`config.mk`:
```
export PLATFORM = sky130hd
export DESIGN_NAME = mac_rr_scheduler_flat
export DESIGN_NICKNAME = d
export VERILOG_FILES = /design/src/rtl/mac_rr_scheduler_if.sv /design/src/rtl/mac_rr_scheduler.sv /design/src/flat_wrapper.sv
export SDC_FILE = /design/constraint.sdc
export NUM_CORES = 1
export LEC_CHECK = 0
export ABC_CLOCK_PERIOD_IN_PS = 4790
export BUFFER_PORTS_ARGS = -buffer_cell sky130_fd_sc_hd__buf_2
export CAP_MARGIN = 30
export CORE_MARGIN = 4
export CORE_UTILIZATION = 40
export DETAILED_ROUTE_END_ITERATION = 7
export PLACE_DENSITY_LB_ADDON = 0.15
export SYNTH_ARGS = -nofsm -noshare
export SYNTH_HDL_FRONTEND = slang
export SYNTH_SLANG_ARGS = --single-unit
```
`constraint.sdc`:
```
create_clock -name clk -period 4.79 [get_ports clk]
set_input_delay 0.479 -clock clk [delete_from_list [all_inputs] [get_ports clk]]
set_output_delay 0.479 -clock clk [all_outputs]
set_load 0.005 [all_outputs]
```
`src/rtl/mac_rr_scheduler_if.sv`:
```
// Sample-stream request side and packet-result side of the round-robin square-accumulate scheduler.
// slave = scheduler view, master = producer/consumer view.
interface mac_rr_scheduler_if #(
  parameter int NREQ = 2,
  parameter int DW   = 8,
  parameter int FW   = 20
);
  localparam int IW = (NREQ > 1) ? $clog2(NREQ) : 1;

  logic [NREQ-1:0]    req_valid;
  logic [NREQ*DW-1:0] req_data;
  logic [NREQ-1:0]    req_last;
  logic [NREQ-1:0]    req_ready;

  logic               out_valid;
  logic               out_ready;
  logic [FW-1:0]      out_f;
  logic [IW-1:0]      out_id;
  logic [7:0]         out_count;
  logic               out_ovf;

  modport slave (
    input  req_valid, req_data, req_last, out_ready,
    output req_ready, out_valid, out_f, out_id, out_count, out_ovf
  );

  modport master (
    output req_valid, req_data, req_last, out_ready,
    input  req_ready, out_valid, out_f, out_id, out_count, out_ovf
  );
endinterface

```
`src/rtl/mac_rr_scheduler.sv`:
```
// Round-robin packet scheduler over one f += a*a datapath; result valid 2 edges after the last beat.
// Granted requester sees ready only while BUSY; a held result blocks all new grants until out_ready.
module mac_rr_scheduler #(
  parameter int NREQ = 2,
  parameter int DW   = 8,
  parameter int FW   = 20
) (
  input  logic                clk,
  input  logic                reset,
  mac_rr_scheduler_if.slave   bus
);
  localparam int IW = (NREQ > 1) ? $clog2(NREQ) : 1;

  typedef enum logic [1:0] {IDLE, BUSY, DRAIN, DONE} state_t;

  state_t          state_q, state_d;
  logic [IW-1:0]   ptr_q, ptr_d;
  logic [IW-1:0]   gnt_q, gnt_d;
  logic [FW-1:0]   acc_q, acc_d;
  logic [2*DW-1:0] sq_q, sq_d;
  logic            sq_vld_q, sq_vld_d;
  logic [7:0]      count_q, count_d;
  logic            ovf_q, ovf_d;

  logic            out_vld_q, out_vld_d;
  logic [FW-1:0]   out_f_q, out_f_d;
  logic [IW-1:0]   out_id_q, out_id_d;
  logic [7:0]      out_count_q, out_count_d;
  logic            out_ovf_q, out_ovf_d;

  logic            any_vld;
  logic [IW-1:0]   winner;
  logic [IW:0]     idx_w;
  logic [NREQ-1:0] req_ready_c;
  logic [DW-1:0]   a_sel;
  logic [2*DW-1:0] a_ext;
  logic [FW:0]     sum;

  // Scan from the far end toward ptr so the nearest valid requester is the last one written.
  always_comb begin
    any_vld = 1'b0;
    winner  = ptr_q;
    idx_w   = '0;
    for (int i = NREQ - 1; i >= 0; i--) begin
      idx_w = {1'b0, ptr_q} + (IW + 1)'(i);
      if (idx_w >= (IW + 1)'(NREQ)) idx_w = idx_w - (IW + 1)'(NREQ);
      if (bus.req_valid[idx_w[IW-1:0]]) begin
        any_vld = 1'b1;
        winner  = idx_w[IW-1:0];
      end
    end
  end

  assign a_sel = bus.req_data[gnt_q*DW +: DW];
  assign a_ext = {{DW{1'b0}}, a_sel};
  assign sum   = {1'b0, acc_q} + {{(FW + 1 - 2*DW){1'b0}}, sq_q};

  always_comb begin
    state_d     = state_q;
    ptr_d       = ptr_q;
    gnt_d       = gnt_q;
    acc_d       = acc_q;
    sq_d        = sq_q;
    sq_vld_d    = sq_vld_q;
    count_d     = count_q;
    ovf_d       = ovf_q;
    out_vld_d   = out_vld_q;
    out_f_d     = out_f_q;
    out_id_d    = out_id_q;
    out_count_d = out_count_q;
    out_ovf_d   = out_ovf_q;
    req_ready_c = '0;

    // The square registered on the previous beat folds in one cycle later, in BUSY or DRAIN.
    if (sq_vld_q) begin
      acc_d    = sum[FW-1:0];
      ovf_d    = ovf_q | sum[FW];
      sq_vld_d = 1'b0;
    end

    case (state_q)
      IDLE: begin
        if (any_vld) begin
          state_d  = BUSY;
          gnt_d    = winner;
          acc_d    = '0;
          count_d  = '0;
          ovf_d    = 1'b0;
          sq_vld_d = 1'b0;
        end
      end
      BUSY: begin
        req_ready_c[gnt_q] = 1'b1;
        if (bus.req_valid[gnt_q]) begin
          sq_d     = a_ext * a_ext;
          sq_vld_d = 1'b1;
          count_d  = (count_q == 8'hFF) ? count_q : count_q + 8'd1;
          if (bus.req_last[gnt_q]) state_d = DRAIN;
        end
      end
      DRAIN: begin
        state_d = DONE;
      end
      DONE: begin
        if (!out_vld_q) begin
          out_vld_d   = 1'b1;
          out_f_d     = acc_q;
          out_id_d    = gnt_q;
          out_count_d = count_q;
          out_ovf_d   = ovf_q;
        end else if (bus.out_ready) begin
          out_vld_d = 1'b0;
          ptr_d     = (gnt_q == IW'(NREQ - 1)) ? '0 : gnt_q + 1'b1;
          state_d   = IDLE;
        end
      end
      default: state_d = IDLE;
    endcase
  end

  always_ff @(posedge clk or negedge reset) begin
    if (!reset) begin
      state_q     <= IDLE;
      ptr_q       <= '0;
      gnt_q       <= '0;
      acc_q       <= '0;
      sq_q        <= '0;
      sq_vld_q    <= 1'b0;
      count_q     <= '0;
      ovf_q       <= 1'b0;
      out_vld_q   <= 1'b0;
      out_f_q     <= '0;
      out_id_q    <= '0;
      out_count_q <= '0;
      out_ovf_q   <= 1'b0;
    end else begin
      state_q     <= state_d;
      ptr_q       <= ptr_d;
      gnt_q       <= gnt_d;
      acc_q       <= acc_d;
      sq_q        <= sq_d;
      sq_vld_q    <= sq_vld_d;
      count_q     <= count_d;
      ovf_q       <= ovf_d;
      out_vld_q   <= out_vld_d;
      out_f_q     <= out_f_d;
      out_id_q    <= out_id_d;
      out_count_q <= out_count_d;
      out_ovf_q   <= out_ovf_d;
    end
  end

  assign bus.req_ready = req_ready_c;
  assign bus.out_valid = out_vld_q;
  assign bus.out_f     = out_f_q;
  assign bus.out_id    = out_id_q;
  assign bus.out_count = out_count_q;
  assign bus.out_ovf   = out_ovf_q;
endmodule
```
`src/flat_wrapper.sv`:
```
// flat-port wrapper written by rule: the top's interface ports become plain ports
module mac_rr_scheduler_flat 
#(
  parameter int NREQ = 2,
  parameter int DW   = 8,
  parameter int FW   = 20
)
  (clk, reset, bus_req_valid, bus_req_data, bus_req_last, bus_out_ready, bus_req_ready, bus_out_valid, bus_out_f, bus_out_id, bus_out_count, bus_out_ovf);
  mac_rr_scheduler_if #(.NREQ(NREQ), .DW(DW), .FW(FW)) bus_i ();
  input  logic clk;
  input  logic reset;
  input wire logic [$bits(bus_i.req_valid)-1:0] bus_req_valid;
  input wire logic [$bits(bus_i.req_data)-1:0] bus_req_data;
  input wire logic [$bits(bus_i.req_last)-1:0] bus_req_last;
  input wire logic [$bits(bus_i.out_ready)-1:0] bus_out_ready;
  output wire logic [$bits(bus_i.req_ready)-1:0] bus_req_ready;
  output wire logic [$bits(bus_i.out_valid)-1:0] bus_out_valid;
  output wire logic [$bits(bus_i.out_f)-1:0] bus_out_f;
  output wire logic [$bits(bus_i.out_id)-1:0] bus_out_id;
  output wire logic [$bits(bus_i.out_count)-1:0] bus_out_count;
  output wire logic [$bits(bus_i.out_ovf)-1:0] bus_out_ovf;
  assign bus_i.req_valid = bus_req_valid;
  assign bus_i.req_data = bus_req_data;
  assign bus_i.req_last = bus_req_last;
  assign bus_i.out_ready = bus_out_ready;
  assign bus_req_ready = bus_i.req_ready;
  assign bus_out_valid = bus_i.out_valid;
  assign bus_out_f = bus_i.out_f;
  assign bus_out_id = bus_i.out_id;
  assign bus_out_count = bus_i.out_count;
  assign bus_out_ovf = bus_i.out_ovf;
  mac_rr_scheduler #(.NREQ(NREQ), .DW(DW), .FW(FW)) u_core (.clk(clk), .reset(reset), .bus(bus_i));
endmodule
```
==> results of run 1 <==
[layout by cell type (no fill, tap or decap), drive strengths merged, types with 2 or more instances in the layout]
cell,synthesis,routed
buf,9,89
dfrtp,80,80
nor2,53,53
ha,50,50
inv,49,49
nand2,47,47
o21ai,33,33
mux2,30,30
a21oi,30,30
fa,25,25
mux2i,18,18
xnor2,17,17
nand3,12,12
nor3,11,11
clkbuf,9,11
a21o,10,10
a31oi,8,8
xor2,8,8
and3,7,7
nand2b,7,7
a211oi,7,7
or3,6,6
or2,6,6
nand4,5,5
o21a,5,5
o21bai,5,5
nor2b,4,4
and2,4,4
clkinv,1,4
a211o,3,3
o211ai,2,2
a41o,2,2
or4,2,2
a22oi,2,2
[routing by layer]
metal  vias to the layer above  routed length (um)  global-route usage
met3                         8                 317             0.02759
li1                       2168                   -                   -
met2                        60                5350              0.2366
met1                      2007                5397              0.1984
met5                         -                   0                   0
met4                         0                 104             0.03028
[through the flow]
stage | instances | utilization | worst slack, ns | area [um2] | hold WS (ns)
final | 846 | 0.4900 | 0.04135 | 6802 | 0.03736
after CTS | 841 | 0.4818 | 0.0004095 | 6688 | 0.04309
after global placement | 825 | 0.4587 | 0.04457 | 6367 | 0.3944
after global routing | 846 | 0.4900 | -0.2060 | 6802 | 0.06090
after detailed placement | 825 | 0.4587 | -0.01483 | 6367 | 0.3975
after floorplan | 579 | - | 0.002618 | 5749 | 0.1834
[layout make-up]
| class | instances | share of cell area |
|---|---|---|
| sequential | 80 | 0.2943 |
| timing repair buffer | 89 | 0.08186 |
| clock inverter | 5 | 0.008278 |
| clock buffer | 11 | 0.03569 |
| multi-input combinational | 431 | 0.5191 |
| inverter | 50 | 0.02759 |
| tap | 180 | 0.03311 |
[worst paths after layout]
kind,startpoint,endpoint,slack [ns]
max,u_core.gnt_q,u_core.sq_q[15],0.04
min,reset,u_core.acc_q[2],0.04
max reg2reg,u_core.gnt_q,u_core.sq_q[15],0.04
min reg2reg,u_core.ptr_q,u_core.ptr_q,0.48
max in group asynchronous,reset,u_core.sq_q[15],3.75
min in group clk,bus_req_valid[0],u_core.gnt_q,0.40
[worst max-delay path, cell delays in order (launching register included)]
cell	delay [ns]
dfrtp_1	0.43
buf_6	0.16
mux2i_1	0.11
buf_4	0.15
or2_4	0.23
fa_1	0.55
inv_2	0.05
fa_1	0.46
fa_1	0.49
inv_1	0.05
fa_1	0.49
inv_2	0.05
ha_4	0.23
a211o_1	0.30
o21bai_1	0.15
a31oi_1	0.21
o21ai_1	0.11
a21o_1	0.16
a211o_1	0.25
[synthesized netlist by cell type, types with 3 or more instances]
| cell | number | area (um2) |
|---|---|---|
| a211o_1 | 3 | 26.28 |
| nor2_1 | 53 | 198.9 |
| nand2b_1 | 7 | 43.79 |
| nand2_1 | 47 | 176.4 |
| mux2i_1 | 18 | 180.2 |
| o21bai_1 | 4 | 30.03 |
| clkbuf_1 | 9 | 33.78 |
| and3_1 | 7 | 43.79 |
| o21a_1 | 5 | 37.54 |
| nand4_1 | 5 | 31.28 |
| inv_1 | 49 | 183.9 |
| nor3_1 | 11 | 55.05 |
| nor2b_1 | 4 | 25.02 |
| a211oi_1 | 7 | 52.55 |
| or3_1 | 6 | 37.54 |
| nand3_1 | 12 | 60.06 |
| xnor2_1 | 17 | 148.9 |
| xor2_1 | 8 | 70.07 |
| fa_1 | 25 | 500.5 |
| o21ai_0 | 31 | 155.2 |
| dfrtp_1 | 80 | 2002 |
| a21o_1 | 8 | 60.06 |
| a21oi_1 | 29 | 145.1 |
| mux2_2 | 30 | 337.8 |
| buf_1 | 5 | 18.77 |
| ha_1 | 50 | 625.6 |
| and2_1 | 4 | 25.02 |
| or2_2 | 5 | 31.28 |
| a31oi_1 | 8 | 50.05 |
[what timing repair did]
| action | 4_1_cts | 5_1_grt |
|---|---|---|
| pin swaps | 2 | 8 |
| gates resized for setup | 5 | 16 |
| setup endpoints to repair | 2 | 6 |
| buffers inserted | 0 | 5 |
[registers in the layout, summed over array words and instances, names as in the netlist]
name,cells
u_core.bus.out_id,1
u_core.state_q,2
u_core.bus.out_ovf,1
u_core.sq_vld_q,1
u_core.bus.out_count,8
u_core.gnt_q,1
u_core.bus.out_f,20
u_core.bus.out_valid,1
u_core.sq_q,15
u_core.ptr_q,1
u_core.ovf_q,1
u_core.acc_q,20
u_core.count_q,8
[cells by family after synthesis]
kind of cell | after synthesis | share of synthesized area
AOI/OAI and AO/OA | 116 | 0.1353
xor gates and xnor gates | 25 | 0.03862
and+or+nand+nor | 167 | 0.1362
DFF | 80 | 0.3531
muxes | 48 | 0.09137
adders and majority gates | 75 | 0.1986
buffers and inverters | 68 | 0.04679
==> results.sh, run 1 <==
export IMPL_crit_type="reg2reg"
export IMPL_seq_area_mm2=0.002002
export IMPL_rr_worst_depth=18
export IMPL_cts_root_buf="clkbuf_16"
export IMPL_clk_latency_ns=0.33
export IMPL_fin_skew_ns=0.009707
export IMPL_multiInputGateArea_mm2=0.003531
export IMPL_end_kind="register"
export IMPL_grt_overflow=0
export IMPL_fillers=1345
export IMPL_via_per_inst=5.015
export IMPL_slew_headroom=0.5289
export IMPL_avgSynthCellArea_um2=9.791
export IMPL_hold_viol_final=0
export IMPL_slew_violations=0
export IMPL_vias=4243
export IMPL_grt_max_degree=58
export IMPL_first_global_vias=4183
export IMPL_start_util=0.4084
export IMPL_clkTransAtPathRegs_ns=0.06
export IMPL_dr_pass1_iters=4
export IMPL_fin_crit_sh=0.9914
export IMPL_synth_edff_count=0
export IMPL_wl_per_cell_um=13.20
export IMPL_drive_above_1_share=0.2447
export IMPL_tightest_slew_ns=0.7066
export IMPL_nets=759
export IMPL_core_area_mm2=0.01388
export IMPL_crit_path_start_kind="register"
export IMPL_outcome="finished, final reports clean"
export IMPL_drt_iter0_markers=213
export IMPL_cts_buffer_depth=2
export IMPL_cp_data_arrival_time_ns=4.96
export IMPL_antenna_found_initial=0
export IMPL_max_freq_mhz=210.6
export IMPL_pin_count=56
export IMPL_die_area_mm2=0.01614
export IMPL_grt_use_total=0.1435
export IMPL_crit_fanout=5
export IMPL_ys_seq_elements=80
export IMPL_final_setup_tns_ns=0
export IMPL_dp_hpwl_mm=8.788
export IMPL_htree_levels=3
export IMPL_rows=43
export IMPL_required_ns=5.00
export IMPL_ys_flop_type="dfrtp_1"
export IMPL_cts_made_buffers=9
export IMPL_die_width_um=127.1
export IMPL_ys_warn_count=0
export IMPL_hold_path_class="in2async"
export IMPL_postCtsHoldBufs=0
export IMPL_syn_nets=677
export IMPL_period_minus_slack_ns=4.749
export IMPL_ant_nets=0
export IMPL_setup_viol=0
export IMPL_synthArstFlopShare=1.000
export IMPL_drc_errors=0
export IMPL_synth_sequential_area_ratio=0.3531
export IMPL_place_port_buffers=55
export IMPL_syn_inst=579
export IMPL_tritoncts="yes"
export IMPL_clock_sinks=80
export IMPL_grt_pass1_wl_mm=19.33
export IMPL_synth_area_mm2=0.005669
export IMPL_gp_congestion=0.8770
export IMPL_wl_mm=11.17
export IMPL_synthToLayoutAreaGrowth_pct=19.97
export IMPL_yosys_cell_types_count=54
export IMPL_rsz0062_at_grt="yes"
export IMPL_num_antenna_cells=0
export IMPL_maxCapViolations=0
export IMPL_die_h_um=127.1
Power of run 1 is not shown: default switching activity piles up to over one toggle a cycle in this logic, so the estimate is an artifact.
==> run 2: changes to the inputs <==
Settings changed: CORE_UTILIZATION 40 to 54.
==> results.sh, run 2 (synthesis gave the netlist of run 1 again) <==
export IMPL_outcome="finished, violations left"
export IMPL_violations="negative setup slack"
export IMPL_core_area_mm2=0.01028
export IMPL_postCtsHoldBufs=0
export IMPL_crit_slowest_cell="fa_1"
export IMPL_cp_data_arrival_time_ns=5.07
export IMPL_grt_overflow=0
export IMPL_nets=754
export IMPL_antenna_found_initial=0
export IMPL_num_antenna_cells=0
export IMPL_path_cells="buf_12 > mux2i_4 > or2_4 > fa_1 > inv_2 > fa_1 > fa_1 > inv_2 > fa_1 > inv_2 > ha_4 > a211o_1 > o21bai_1 > a31oi_1 > o21ai_1 > a21o_1 > a211o_1"
export IMPL_final_setup_tns_ns=-0.03742
export IMPL_die_width_um=110.5
export IMPL_dp_hpwl_mm=8.477
export IMPL_htree_levels=3
export IMPL_final_common_cell="dfrtp_1"
export IMPL_wl_mm=10.99
export IMPL_rows=37
export IMPL_via_per_inst=5.346
export IMPL_slew_headroom=0.6848
export IMPL_vias=4261
export IMPL_crit_type="reg2reg"
export IMPL_tightest_slew_ns=0.4727
export IMPL_gp_congestion=0.8545
export IMPL_max_freq_mhz=207.2
export IMPL_slew_violations=0
export IMPL_crit_fanout=8
export IMPL_drc_errors=0
export IMPL_fin_skew_ns=0.01616
export IMPL_grt_use_total=0.1900
export IMPL_drive_above_1_share=0.2360
export IMPL_start_util=0.5516
export IMPL_drt_iter0_markers=209
export IMPL_fin_crit_sh=1.008
export IMPL_die_area_mm2=0.01220
export IMPL_end_kind="register"
export IMPL_whs_ns=0.07540
export IMPL_place_port_buffers=55
export IMPL_cpPeakStageDelay_ns=0.55
export IMPL_die_h_um=110.5
export IMPL_crit_path_start_kind="register"
export IMPL_maxCapViolations=0
export IMPL_tritoncts="yes"
export IMPL_required_ns=5.03
export IMPL_grt_pass1_wl_mm=19.58
export IMPL_clock_sinks=80
export IMPL_pin_count=56
export IMPL_ant_nets=0
export IMPL_rsz0062_at_grt="yes"
export IMPL_synthToLayoutAreaGrowth_pct=17.33
export IMPL_wl_per_cell_um=13.79
export IMPL_period_minus_slack_ns=4.827
export IMPL_hold_path_class="in2async"
export IMPL_cts_root_buf="clkbuf_8"
export IMPL_fin_ws_ns=-0.03742
export IMPL_first_global_vias=4293
export IMPL_layout_common_cells="dfrtp_1 (80), buf_2 (54), nor2_1 (52), ha_1 (49), nand2_1 (47)"
export IMPL_place_ws_ns=-0.02612
export IMPL_grt_max_degree=81
export IMPL_worst_path_most_repeated_cell="fa_1"
export IMPL_setup_viol=1
export IMPL_dr_pass1_iters=4
export IMPL_clk_latency_ns=0.36
export IMPL_cts_buffer_depth=2
export IMPL_cts_made_buffers=9
export IMPL_hold_viol_final=0
export IMPL_clkTransAtPathRegs_ns=0.09
[run 2: worst max-delay path, delay by kind of cell (launching register included)]
kind            cells  cell delay, ns
mux                 1            0.20
buf+inv             4            0.31
simple gates        1            0.27
fa+ha+maj           5            2.29
flops               1            0.42
compound gates      6            1.21
[run 2: timing repair]
action,in CTS,in global routing
setup buffers,1,0
endpoints found under the setup margin,2,5
gates resized for setup,4,12
pin swaps,1,5
[run 2: metrics by stage]
stage / utilization / cell area (um2) / std cells
2_1_floorplan: - / 5749 / 579
3_3_place_gp: 0.6147 / 6317 / 780
3_5_place_dp: 0.6147 / 6317 / 780
4_1_cts: 0.6417 / 6595 / 797
5_1_grt: 0.6472 / 6651 / 797
6_report: 0.6472 / 6651 / 797
[run 2: layout make-up]
class	instances	area, um2
clock buffers	9	123.9
clock inverters	7	127.6
fillers	890	3626
inverters	50	187.7
multi-input cells	431	3516
flip-flops and latches	80	2002
well taps	136	170.2
repair buffers	84	524.3
[run 2: layer usage]
layer | track usage | part of all wire | vias up
li1 | - | - | 2170
met1 | 0.2471 | 0.47 | 2023
met2 | 0.3228 | 0.49 | 57
met3 | 0.03507 | 0.024 | 11
met4 | 0.05829 | 0.013 | 0
met5 | 0 | 0 | -
[run 2: final timing paths]
path,startpoint,endpoint,slack (ns),cells past startpoint
worst max-delay path,u_core.gnt_q,u_core.sq_q[15],-0.04,17
worst min-delay path,reset,u_core.acc_q[10],0.08,1
worst min register to register,u_core.bus.out_count[2],u_core.bus.out_count[2],0.48,2
worst max register to register,u_core.gnt_q,u_core.sq_q[15],-0.04,17
max in group asynchronous,reset,u_core.sq_q[12],4.12,2
min in group clk,bus_req_valid[0],u_core.gnt_q,0.36,2
Power of run 2 is left out for the same reason.
